--- src/rtl/shapool_pkg.sv ---
// Shared types and default widths for the shapool job loader.
package shapool_pkg;

  localparam int DEF_JOB_BITS    = 352;
  localparam int DEF_NONCE_BITS  = 32;
  localparam int DEF_DAISY_BITS  = 8;
  localparam int DEF_SYNC_STAGES = 2;

  typedef enum logic [2:0] {
    ST_IDLE,
    ST_LOAD,
    ST_ARMED,
    ST_RUN,
    ST_RESULT
  } state_t;

endpackage

--- src/rtl/shapool_sync_edge.sv ---
// Synchronises an external serial clock plus its data bits into hwclk and flags rising edges.
// Data travels through the same depth as the clock, so dat_o is aligned with edge_o.
module shapool_sync_edge #(
  parameter int STAGES = 2,
  parameter int WIDTH  = 1
) (
  input  logic             clk,
  input  logic             rst_n,
  input  logic             sclk_i,
  input  logic [WIDTH-1:0] dat_i,
  output logic             edge_o,
  output logic [WIDTH-1:0] dat_o
);

  logic [STAGES-1:0][WIDTH:0] sync_q;
  logic [STAGES-1:0]          fill_q;
  logic                       prev_q;
  logic                       seen_low_q;
  logic                       sclk_s;

  assign sclk_s = sync_q[STAGES-1][WIDTH];
  assign dat_o  = sync_q[STAGES-1][WIDTH-1:0];

  // A clock already high when reset releases must drop once before any edge counts.
  assign edge_o = sclk_s & ~prev_q & seen_low_q;

  always_ff @(posedge clk) begin
    if (!rst_n) begin
      sync_q     <= '0;
      fill_q     <= '0;
      prev_q     <= 1'b0;
      seen_low_q <= 1'b0;
    end else begin
      sync_q <= {sync_q[STAGES-2:0], {sclk_i, dat_i}};
      fill_q <= {fill_q[STAGES-2:0], 1'b1};
      prev_q <= sclk_s;
      if (fill_q[STAGES-1] && !sclk_s) begin
        seen_low_q <= 1'b1;
      end
    end
  end

endmodule

--- src/rtl/shapool_job_loader.sv ---
// Loads a serial job word, hands it to the core pool, and shifts back a found nonce.
// Daisy mode shifts the nonce-start word independently; global edges in ARMED/RUN restart the load.
module shapool_job_loader
  import shapool_pkg::*;
#(
  parameter int JOB_BITS    = DEF_JOB_BITS,
  parameter int NONCE_BITS  = DEF_NONCE_BITS,
  parameter int DAISY_BITS  = DEF_DAISY_BITS,
  parameter int SYNC_STAGES = DEF_SYNC_STAGES
) (
  input  logic                  hwclk,
  input  logic                  reset_in,
  input  logic                  data_clk,
  input  logic                  data_in,
  output logic                  data_out,
  output logic                  data_out_en,
  input  logic                  daisy_sel,
  input  logic                  daisy_in,
  output logic                  daisy_out,
  output logic [JOB_BITS-1:0]   job_data,
  output logic [DAISY_BITS-1:0] nonce_start,
  output logic                  job_valid,
  input  logic                  job_ready,
  input  logic                  core_done,
  input  logic                  core_success,
  input  logic [NONCE_BITS-1:0] core_nonce,
  output logic                  core_halt,
  output logic                  busy
);

  localparam int CNT_W = $clog2(JOB_BITS + 1);
  localparam int RES_W = $clog2(NONCE_BITS + 1);

  state_t                  state_q, state_d;
  logic [CNT_W-1:0]        cnt_q, cnt_d;
  logic [RES_W-1:0]        rcnt_q, rcnt_d;
  logic [JOB_BITS-1:0]     job_q, job_d;
  logic [DAISY_BITS-1:0]   ns_q, ns_d;
  logic [NONCE_BITS-1:0]   shf_q, shf_d;
  logic                    halt_q, halt_d;

  logic                    edge_a, edge_b;
  logic                    din_s, sel_s, dsy_s;
  logic                    g_edge, d_edge;
  logic [JOB_BITS-1:0]     job_shift;

  shapool_sync_edge #(.STAGES(SYNC_STAGES), .WIDTH(1)) u_sync_data (
    .clk    (hwclk),
    .rst_n  (reset_in),
    .sclk_i (data_clk),
    .dat_i  (data_in),
    .edge_o (edge_a),
    .dat_o  (din_s)
  );

  shapool_sync_edge #(.STAGES(SYNC_STAGES), .WIDTH(2)) u_sync_daisy (
    .clk    (hwclk),
    .rst_n  (reset_in),
    .sclk_i (data_clk),
    .dat_i  ({daisy_sel, daisy_in}),
    .edge_o (edge_b),
    .dat_o  ({sel_s, dsy_s})
  );

  assign g_edge    = edge_a & ~sel_s;
  assign d_edge    = edge_b & sel_s;
  assign job_shift = {job_q[JOB_BITS-2:0], din_s};

  always_ff @(posedge hwclk) begin
    if (!reset_in) begin
      state_q <= ST_IDLE;
      cnt_q   <= '0;
      rcnt_q  <= '0;
      job_q   <= '0;
      ns_q    <= '0;
      shf_q   <= '0;
      halt_q  <= 1'b0;
    end else begin
      state_q <= state_d;
      cnt_q   <= cnt_d;
      rcnt_q  <= rcnt_d;
      job_q   <= job_d;
      ns_q    <= ns_d;
      shf_q   <= shf_d;
      halt_q  <= halt_d;
    end
  end

  always_comb begin
    state_d = state_q;
    cnt_d   = cnt_q;
    rcnt_d  = rcnt_q;
    job_d   = job_q;
    ns_d    = ns_q;
    shf_d   = shf_q;
    halt_d  = 1'b0;

    if (d_edge) begin
      ns_d = {ns_q[DAISY_BITS-2:0], dsy_s};
    end

    case (state_q)
      ST_IDLE: begin
        if (g_edge) begin
          job_d   = job_shift;
          cnt_d   = CNT_W'(1);
          state_d = ST_LOAD;
        end
      end
      ST_LOAD: begin
        if (g_edge) begin
          job_d = job_shift;
          cnt_d = cnt_q + CNT_W'(1);
          if (cnt_q == CNT_W'(JOB_BITS - 1)) begin
            state_d = ST_ARMED;
          end
        end
      end
      ST_ARMED, ST_RUN: begin
        // A new job on the wire wins over any handshake or result this cycle.
        if (g_edge) begin
          job_d   = job_shift;
          cnt_d   = CNT_W'(1);
          halt_d  = 1'b1;
          state_d = ST_LOAD;
        end else if (state_q == ST_ARMED) begin
          if (job_ready) begin
            state_d = ST_RUN;
          end
        end else if (core_done) begin
          if (core_success) begin
            shf_d   = core_nonce;
            rcnt_d  = '0;
            state_d = ST_RESULT;
          end else begin
            state_d = ST_IDLE;
          end
        end
      end
      ST_RESULT: begin
        if (g_edge) begin
          shf_d  = {shf_q[NONCE_BITS-2:0], 1'b0};
          rcnt_d = rcnt_q + RES_W'(1);
          if (rcnt_q == RES_W'(NONCE_BITS - 1)) begin
            state_d = ST_IDLE;
          end
        end
      end
      default: state_d = ST_IDLE;
    endcase
  end

  assign job_data    = job_q;
  assign nonce_start = ns_q;
  assign daisy_out   = ns_q[DAISY_BITS-1];
  assign job_valid   = (state_q == ST_ARMED);
  assign busy        = (state_q == ST_ARMED) || (state_q == ST_RUN);
  assign data_out_en = (state_q == ST_RESULT);
  assign data_out    = data_out_en & shf_q[NONCE_BITS-1];
  assign core_halt   = halt_q;

endmodule

--- config.mk ---
export PLATFORM = sky130hd
export DESIGN_NAME = shapool_job_loader
export DESIGN_NICKNAME = d
export VERILOG_FILES = /design/src/rtl/shapool_pkg.sv /design/src/rtl/shapool_sync_edge.sv /design/src/rtl/shapool_job_loader.sv
export SDC_FILE = /design/constraint.sdc
export NUM_CORES = 1
export LEC_CHECK = 0
export ABC_AREA = 1
export CORE_ASPECT_RATIO = 1.25
export CORE_MARGIN = 1.5
export CORE_UTILIZATION = 48
export DETAILED_ROUTE_END_ITERATION = 8
export PLACE_DENSITY = 0.79
export SLEW_MARGIN = 20
export SYNTH_ARGS = -nofsm -noshare
export SYNTH_HDL_FRONTEND = slang
export SYNTH_SLANG_ARGS = --single-unit
export TNS_END_PERCENT = 5
--- constraint.sdc ---
create_clock -name hwclk -period 1.8 [get_ports hwclk]
set_clock_uncertainty 0.05 [all_clocks]
set_input_delay 0.36 -clock hwclk [delete_from_list [all_inputs] [get_ports hwclk]]
set_output_delay 0.36 -clock hwclk [all_outputs]
set_load 0.01 [all_outputs]
Word level (Yosys, flattened, before mapping)
Index checks and enable logic that the tools add are counted.
W data, S select, Z words.
{"block": "totals", "mem_bits_ro": 0, "in_bits": 41, "out_inout_bits": 366, "latch_bits": 0, "ff_bits": 429, "ram_bits": 0, "elab_cells": 94, "n_memories": 0}
{"block": "classes", "addsub": 2, "mux": 29, "shift": 0, "multipliers": 0, "n_bitwise": 10, "reduce_logical": 16, "n_lt_le_gt_ge": 0, "eq_ne": 18, "n_div": 0}
{"op": "$mux W32", "count": 5}
{"op": "$pmux W32 S2", "count": 1}
{"op": "$mux W3", "count": 10}
{"op": "$mux W6", "count": 5}
{"op": "$mux W9", "count": 2}
{"op": "$pmux W9 S2", "count": 1}
{"op": "$ne A2 B2 Y1 const B", "count": 7}
{"op": "$pmux W3 S4", "count": 1}
{"op": "$pmux W6 S2", "count": 1}
{"op": "$add A9 B1 Y9 const B", "count": 1}
{"op": "$eq A9 B9 Y1 const B", "count": 1}
{"op": "$ne A4 B4 Y1 const B", "count": 2}
{"op": "$and A1 B1 Y1", "count": 7}
{"op": "$reduce_and A7 Y1", "count": 1}
{"op": "$add A6 B1 Y6 const B", "count": 1}
{"op": "$eq A3 B2 Y1 const B", "count": 2}
{"op": "$eq A6 B5 Y1 const B", "count": 1}
{"op": "$ne A2 B1 Y1 const B", "count": 3}
{"op": "$reduce_and A6 Y1", "count": 1}
{"op": "$reduce_and A2 Y1", "count": 2}
{"op": "$reduce_bool A2 Y1", "count": 2}
{"op": "$reduce_or A4 Y1", "count": 1}
{"op": "$eq A3 B1 Y1 const B", "count": 1}
{"op": "$eq A3 B3 Y1 const B", "count": 1}
{"op": "9 further kinds", "count": 15}

Logic depth before layout (Yosys ltp)
Gate-level depths: netlist (run 1).
{"block": "depth", "ltp_word": 6, "depth_mapped": 10, "mapped_depth_nobuf": 10}

Modules after synthesis
Synthesis (run 1) repeated with hierarchy kept, for this count alone.
{"block": "hier_totals", "hier_cells": 2025, "hier_area_um2": 15447.3}
{"module": "shapool_job_loader", "seq_area_each_um2": 8227.9, "area_per_inst_um2": 14898.0, "cells_per_inst": 1964, "instances": 1}
{"module": "shapool_sync_edge (u_sync_daisy)", "seq_area_each_um2": 200.2, "area_per_inst_um2": 315.3, "cells_per_inst": 35, "instances": 1}
{"module": "shapool_sync_edge (u_sync_data)", "seq_area_each_um2": 160.2, "area_per_inst_um2": 234.0, "cells_per_inst": 26, "instances": 1}

Worst setup path before layout (run 1)
OpenSTA, ideal clock, no wires.
{"block": "synth_path", "path_type": "flip-flop to flip-flop", "from": "reg state_q[2]", "to": "reg shf_q[10]", "required_time_ns": 1.634, "arrival_time_ns": 1.376, "n_path_buf": 1, "slack_ns": 0.258, "stages_incl_launch_ff": 10, "setup_ns": 0.116, "period_less_slack_ns": 1.542, "cell_sequence": "dfxtp_1 -> nor2_2 -> nand3_1 -> nand2_1 -> nand2_1 -> nor2_2 -> inv_2 -> buf_4 -> nor2_1 -> nor2_1"}
{"block": "synth_via", "elab_chain_len": 4, "word_cells_on_any_way": 12, "cone_classes": "8 x eq/ne; 1 x mux; 3 x reduce/logical"}
{"element": "start: declaration", "line": "shapool_job_loader.sv:34", "text": "state_t state_q, state_d;"}
{"element": "start signal: assignment", "line": "shapool_job_loader.sv:79", "text": "state_q <= state_d;"}
{"element": "$eq A3 B2 Y1, on equally long branches", "line": "shapool_job_loader.sv:102, shapool_job_loader.sv:126"}
{"element": "$reduce_or A2 Y1", "line": "shapool_job_loader.sv:102", "text": "case (state_q)"}
{"element": "$ne A2 B2 Y1 (no line) / $reduce_bool A2 Y1 (equally long branches)"}
{"element": "$reduce_and A6 Y1 (no line)"}
{"element": "end signal: assignment", "line": "shapool_job_loader.sv:76", "text": "shf_q <= '0;"}
{"element": "end signal: assignment", "line": "shapool_job_loader.sv:84", "text": "shf_q <= shf_d;"}
{"element": "end: declaration", "line": "shapool_job_loader.sv:39", "text": "logic [NONCE_BITS-1:0] shf_q, shf_d;"}
Parallel ways exist; a longest one is shown, timed or not.
A chain may end at the register's enable or synchronous reset.

Worst setup path in the final report (run 1)
{"block": "layout_path", "from": "reg state_q[1]", "to": "out data_out"}
{"block": "layout_via", "elab_chain_len": 2}
{"element": "$eq A3 B3 Y1", "line": "shapool_job_loader.sv:158", "text": "assign data_out_en = (state_q == ST_RESULT);"}
{"element": "$and A1 B1 Y1", "line": "shapool_job_loader.sv:159", "text": "assign data_out = data_out_en & shf_q[NONCE_BITS-1];"}
{"element": "end: declaration", "line": "shapool_job_loader.sv:15", "text": "output logic data_out,"}
No other way between the ends.

==> results of run 1 <==
## layout make-up
class                           count  area share, %
Multi-Input combinational cell   1403           28.6
Clock buffer                       56           5.58
Clock inverter                     10          0.733
Timing Repair Buffer              474           21.2
Sequential cell                   423           40.7
Tap cell                          407           2.45
Inverter                           37          0.775
## critical path, stage by stage (launching register included)
cell and delay (ns):
dfxtp_1 0.30, inv_2 0.12, nand3_4 0.13, nor2_4 0.12, buf_2 0.14
## registers in the layout, summed over array words and instances, names as in the netlist
| register | flops |
|---|---|
| job_data | 352 |
| shf_q | 32 |
| cnt_q | 9 |
| nonce_start | 8 |
| rcnt_q | 6 |
| state_q | 3 |
| u_sync_daisy.dat_o | 2 |
| u_sync_daisy.sync_q | 2 |
| u_sync_data.sync_q | 2 |
| core_halt | 1 |
| u_sync_daisy.fill_q | 1 |
| u_sync_daisy.seen_low_q | 1 |
| u_sync_data.dat_o | 1 |
| u_sync_data.fill_q | 1 |
| u_sync_data.prev_q | 1 |
| u_sync_data.sclk_s | 1 |
## kinds of logic (layout without fill, tap and decap cells)
kind of cell	after synthesis	count (layout)	synth area share, %
buffers and inverters	177	577	5.48
DFF	423	423	55.6
xor gates and xnor gates	2	2	0.115
and+or+nand+nor	983	983	24.9
adders and majority gates	2	2	0.164
AOI/OAI and AO/OA	416	416	13.7
## metrics by stage
step                      cells  instance area, um2  setup slack [ns]
after global placement     2742               19900           -0.0128
after global routing       2810               20800           -0.0209
after CTS                  2810               20800            0.0226
after floorplan            2003               15200             0.258
after detailed placement   2742               19900           -0.0680
final                      2810               20800            0.0452
## path summary, 6_finish.rpt
path	start	end	slack, ns	cells past startpoint
setup reg to reg	state_q[0]	rcnt_q[4]	0.12	11
setup / recovery	state_q[1]	data_out	0.05	4
hold reg to reg	u_sync_daisy.fill_q[0]	u_sync_data.fill_q[1]	0.37	2
hold / removal	daisy_in	u_sync_daisy.sync_q[0]	0.31	3
## cell usage after synthesis (all sizes together)
library cell,n
ha,2
nor3,4
inv,36
o21ai,41
a21oi,375
xnor2,2
buf,66
nand3,23
nand2,853
clkinv,1
nand3b,1
dfxtp,423
clkbuf,74
nor2,97
nand4,5
## cells in the final DEF (no fill, tap or decap), drive strengths merged
| cell type | Yosys | final |
|---|---|---|
| a21oi | 375 | 375 |
| buf | 66 | 71 |
| bufinv | 0 | 4 |
| clkbuf | 74 | 56 |
| clkdlybuf4s15 | 0 | 1 |
| clkdlybuf4s50 | 0 | 40 |
| clkinv | 1 | 6 |
| clkinvlp | 0 | 1 |
| dfxtp | 423 | 423 |
| dlygate4sd2 | 0 | 362 |
| ha | 2 | 2 |
| inv | 36 | 36 |
| nand2 | 853 | 853 |
| nand3 | 23 | 23 |
| nand3b | 1 | 1 |
| nand4 | 5 | 5 |
| nor2 | 97 | 97 |
| nor3 | 4 | 4 |
| o21ai | 41 | 41 |
| xnor2 | 2 | 2 |
## repair_timing
item                                   CTS  global route
setup endpoints to repair              366           135
pin swaps                                1             1
gates resized for setup                390             7
buffers inserted                         2             0
gates cloned                             0             0
endpoints found under the hold margin    0             0
hold buffers                             0             0
## power by group
part           switching (mW)  internal, mW  total, mW
sequential             0.0149          9.39       9.40
combinational           0.316         0.211      0.527
clock                    3.47          5.05       8.52
total                    3.80          14.7       18.4
## layer usage
metal	up-vias	track usage, %	wire (um)
li1	7132	-	-
met1	6716	28.1	16300
met2	502	43.0	20600
met3	129	6.48	3140
met4	0	14.3	2360
met5	-	0	0
==> results.md, run 1 <==
* Outcome: complete, no violations
* Hold Fails Final Rpt at 0
* DRC Markers at 0
* Top cells by area, synth: dfxtp_1 (56%), nand2_1 (21%), a21oi_1 (12%), nor2_1 (2.3%), clkbuf_1 (1.8%)
* Worst setup EP type: output port
* Critical path arrival at 1.34 ns
* Setup_tns at 0 ns
* Synthesized area per cell at 7.60 um2
* Cts bufs inserted at 40
* DRT Pass-1 Iters at 5
* Top-level I/O count at between 400 and 500
* Worst hold path class: input port to flop
* Diodes inserted at 0
* Vias at 14479
* Max-cap viol count at 0
* Peak VDD IR at ~900 uV
* Global-route usage over all layers at about a quarter
* FF+latch count, synth at 423
* Crit path launch type: flop
* Share of the clock period used by the worst path at 97.5%
* Power density over cell area at 886 mW/mm2
* Slew headroom at 75.7%
* Kind of critical path: flop to output port
* Vias in the first global route at 13611
* Synth top area share at 55.6%
* CTS tree: built
* Die width at 162 um
* Synth Net Count at 2046
* Grt total ovfl at 0
* WP data required at 1.39 ns
* Htree depth at 2
* Fraction of layout cells with a size suffix above 1 at 6.45%
* Leakage at 9.16 nW
* Die H at 202 um
* Initial antenna violation count at 0
* Sequential fraction of the synthesis area at 55.6%
* RSZ-0062 raised after global routing: true
* DPL Wire Length at 29.3 mm
* Drt total wl at 42.4 mm
* Hold WS at 0.306 ns
* Clock slew at reported path FFs at approximately 0.060 ns
* CTS sink cnt at 423
* Largest net degree at the start of global routing at 71
* Area of the core at 0.0311 mm2
* GPL Wtd Cong at approximately 0.86
* Core Util, Final at 67.0%
* Die area at 0.0328 mm2
* Initial Util at between 40% and 50%
* Fin crit period at 1.75 ns
* Register area at 0.00848 mm2
* DR vias/cell at slightly above 5
* Clk_lat worst skew at ~0.53 ns
* Critical Path Fanout Max at 5
* Global-route wire length before repair at 67.6 mm
* Row count at 72
* Fmax at 570 MHz
* Final #Nets at 2422
* Starting DRT DRC Count at 1047
* Final setup viols at 0
* Post-synthesis cell count at around 2000
* Final Max Slew Viols at 0
* WL/cell at 15.1 um
* Root buffer cell: clkbuf_16
* Cell area after synthesis at about 0.015 mm2
* Final ANT Viol Nets at 0
* IO buf count at around 410
* Fillers at between 2000 and 3000
* Total Power at ~18 mW
* Multi-input logic area at 0.00595 mm2
* Post-synthesis cell type count at 27
* Yosys warning count at 0
* Worst-Margin Slew at 0.361 ns
* Synth area leader: dfxtp_1
* Maximum buffer depth of the clock tree at 3
* Area Overhead vs Synth at 36.8%
(Power assumes the default switching activity.)
==> run 2: changes to the inputs <==
--- a/config.mk
+++ b/config.mk
@@ -8,9 +8,9 @@
 export ABC_AREA = 1
 export CORE_ASPECT_RATIO = 1.25
 export CORE_MARGIN = 1.5
-export CORE_UTILIZATION = 48
+export CORE_UTILIZATION = 45
 export DETAILED_ROUTE_END_ITERATION = 8
-export PLACE_DENSITY = 0.79
+export PLACE_DENSITY = 0.75
 export SLEW_MARGIN = 20
 export SYNTH_ARGS = -nofsm -noshare
 export SYNTH_HDL_FRONTEND = slang
==> run 2 against run 1 <==
Against the previous run:
- sequential share of layout area shrank 0.093 points
- power is 1.8% higher
- non-clock buffer count decreased by 8
- maximum frequency decreased by 1.4%
- final area up 0.32%
- global-route usage fell by 1.2 points
- final cell count rose by 0.64%
- highest routed layer unchanged
- sequential cell count is the same
- worst hold slack better by 0.011 ns
- sequential power hardly changed
- critical endpoint is now busy
==> results.md, run 2 (synthesized netlist as in run 1, its figures left out) <==
* Diodes inserted at 0
* Power density over cell area at 899 mW/mm2
* Kind of critical path: flop to output port
* Fillers at 2994
* Global-route wire length before repair at 68.9 mm
* Initial antenna violation count at 0
* Hold Fails Final Rpt at 0
* Net Sw Frac at between 20% and 30%
* Outcome: complete, no violations
* WP buf/inv at 1
* CTS sink cnt at roughly 420
* Crit Reg-Reg Startpoint: u_sync_data.sclk_s
* Initial Util at 45.6%
* Fin worst setup slack at 0.0197 ns
* Drt total wl at 43.2 mm
* Row count at 75
* WL/cell at roughly 15 um
* Starting DRT DRC Count at ~880
* Commonest non-fill, non-tap cell in the layout: nand2_1
* Area Overhead vs Synth at 37.3%
* Comb power frac at 2.8%
* Crit path max-delay family: flip-flops
* Final ANT Viol Nets at 0
* Hold Path Depth at 3
* Commonest non-fill, non-tap cells in the layout: nand2_1 (853), dfxtp_1 (412), a21oi_1 (373)
* Worst hold path class: input port to flop
* Slew headroom at 59.2%
* Grt total ovfl at 0
* Largest net degree at the start of global routing at 140
* Root buffer cell: clkbuf_16
* DRC Markers at 0
* Global-route usage over all layers at 23.9%
* Top-level I/O count at 407
* DR vias/cell at about 5.1
* CTS tree: built
* Worst path cell trace: nor2_4, clkdlybuf4s15_2
* Die H at 209 um
* Cell internal pwr at 14.9 mW
* Finished Layout Cells at 2828
* Sequential share of power at 50.1%
* Clock slew at reported path FFs at approximately 0.060 ns
* Die area at 0.0349 mm2
* Crit path launch type: flop
* DPL Wire Length at 29.5 mm
* Worst setup EP type: output port
* R2r worst-path depth at 6
* Reg2Reg Setup Slack at 0.14 ns
* Setup_tns at 0 ns
* WP data required at 1.39 ns
* Hold EP: u_sync_daisy.sync_q[1]
* Clock network power share at 47.1%
* Critical path arrival at 1.37 ns
* RSZ-0062 raised after global routing: true
* Die width at 167 um
* Fraction of layout cells with a size suffix above 1 at slightly below 7%
* Final #Nets at 2416
* Htree depth at 2
* Critical Path Fanout Max at 7
* Max stage delay on crit path at between 0.3 and 0.4 ns
* CP max-delay cell: dfxtp_4
* Final setup viols at 0
* Reg-to-Reg End: job_data[67]
* Leakage at slightly above 9 nW
* Fmax at about 560 MHz
* Psw at 3.93 mW
* Fin crit period at 1.78 ns
* Maximum buffer depth of the clock tree at 3
* Worst slack at placement at -0.125 ns
* Worst-Margin Slew at 0.612 ns
* Cts bufs inserted at 42
* IO buf count at 406
* DRT Pass-1 Iters at 8
* Hold path startpoint: daisy_sel
* Core Util, Final at 62.5%
* Max reg flops at 352
* Peak VDD IR at ~960 uV
* Area of the core at 0.0334 mm2
* GPL Wtd Cong at 0.847
* Max-cap viol count at 0
* Clk_lat worst skew at 0.54 ns
* Vias at 14368
* Final Max Slew Viols at 0
* Cells after DPL at 2747
* Share of the clock period used by the worst path at 98.9%
* Vias in the first global route at 13486
run 2: changes by cell type in the layout (fill, tap and decap cells not counted), sizes merged:
cell	change
buf	-9
bufinv	-2
clkbuf	+8
clkinv	+4
inv	+1
run 2: how the worst max path moves through the flow:
stage | start | endpoint | cells after the start
6_report | state_q[2] | busy | 2
5_1_grt | state_q[2] | busy | 2
4_1_cts | state_q[2] | busy | 2
2_1_floorplan | state_q[2] | shf_q[10] | 9
3_3_place_gp | core_done | rcnt_q[3] | 10
3_5_place_dp | core_done | shf_q[9] | 9
run 2: routing by layer:
layer,global-route usage (%),share of wire (%),vias to the layer above
li1,-,-,7116
met3,5.93,6.9,83
met1,27.5,39,6714
met5,0,0,-
met2,42.6,50,455
met4,8.57,3.4,0
run 2: power by group through the flow:
stage / logic [mW] / clock network [mW] / registers, mW
3_5_place_dp: 0.515 / 0 / 9.61
5_1_grt: 0.574 / 9.44 / 9.40
2_1_floorplan: 0.290 / 0 / 9.61
6_report: 0.524 / 8.85 / 9.40
4_1_cts: 0.518 / 9.03 / 9.40
3_3_place_gp: 0.510 / 0 / 9.61
run 2: cell type report:
type	instances	area (um2)	area share (%)
sequential	423	8480	40.6
multi-input combinational	1403	5950	28.5
tap	423	529	2.53
inverter	37	161	0.773
clock inverter	13	121	0.581
timing repair buffer	466	4350	20.8
clock buffer	63	1290	6.19
run 2: what timing repair did:
action                     in CTS  in global routing
setup endpoints to repair     366                300
cloned                          0                  1
pin swaps                       1                  1
buffers inserted                2                  2
resized for setup             395                 10
hold buffers                    0                  0
run 2: tightest hold or removal path: stages:
cell             delay [ns]
clkdlybuf4s50_1        0.40
nand2_1                0.07
inv_1                  0.03
run 2: metrics by stage:
step                      area [um2]  hold slack (ns)  total power, mW
after floorplan                15200            0.338             9.90
after global placement         19800            0.347             10.1
after detailed placement       19800            0.351             10.1
after CTS                      20800            0.293             19.0
after global routing           20900            0.316             19.4
final                          20900            0.316             18.8
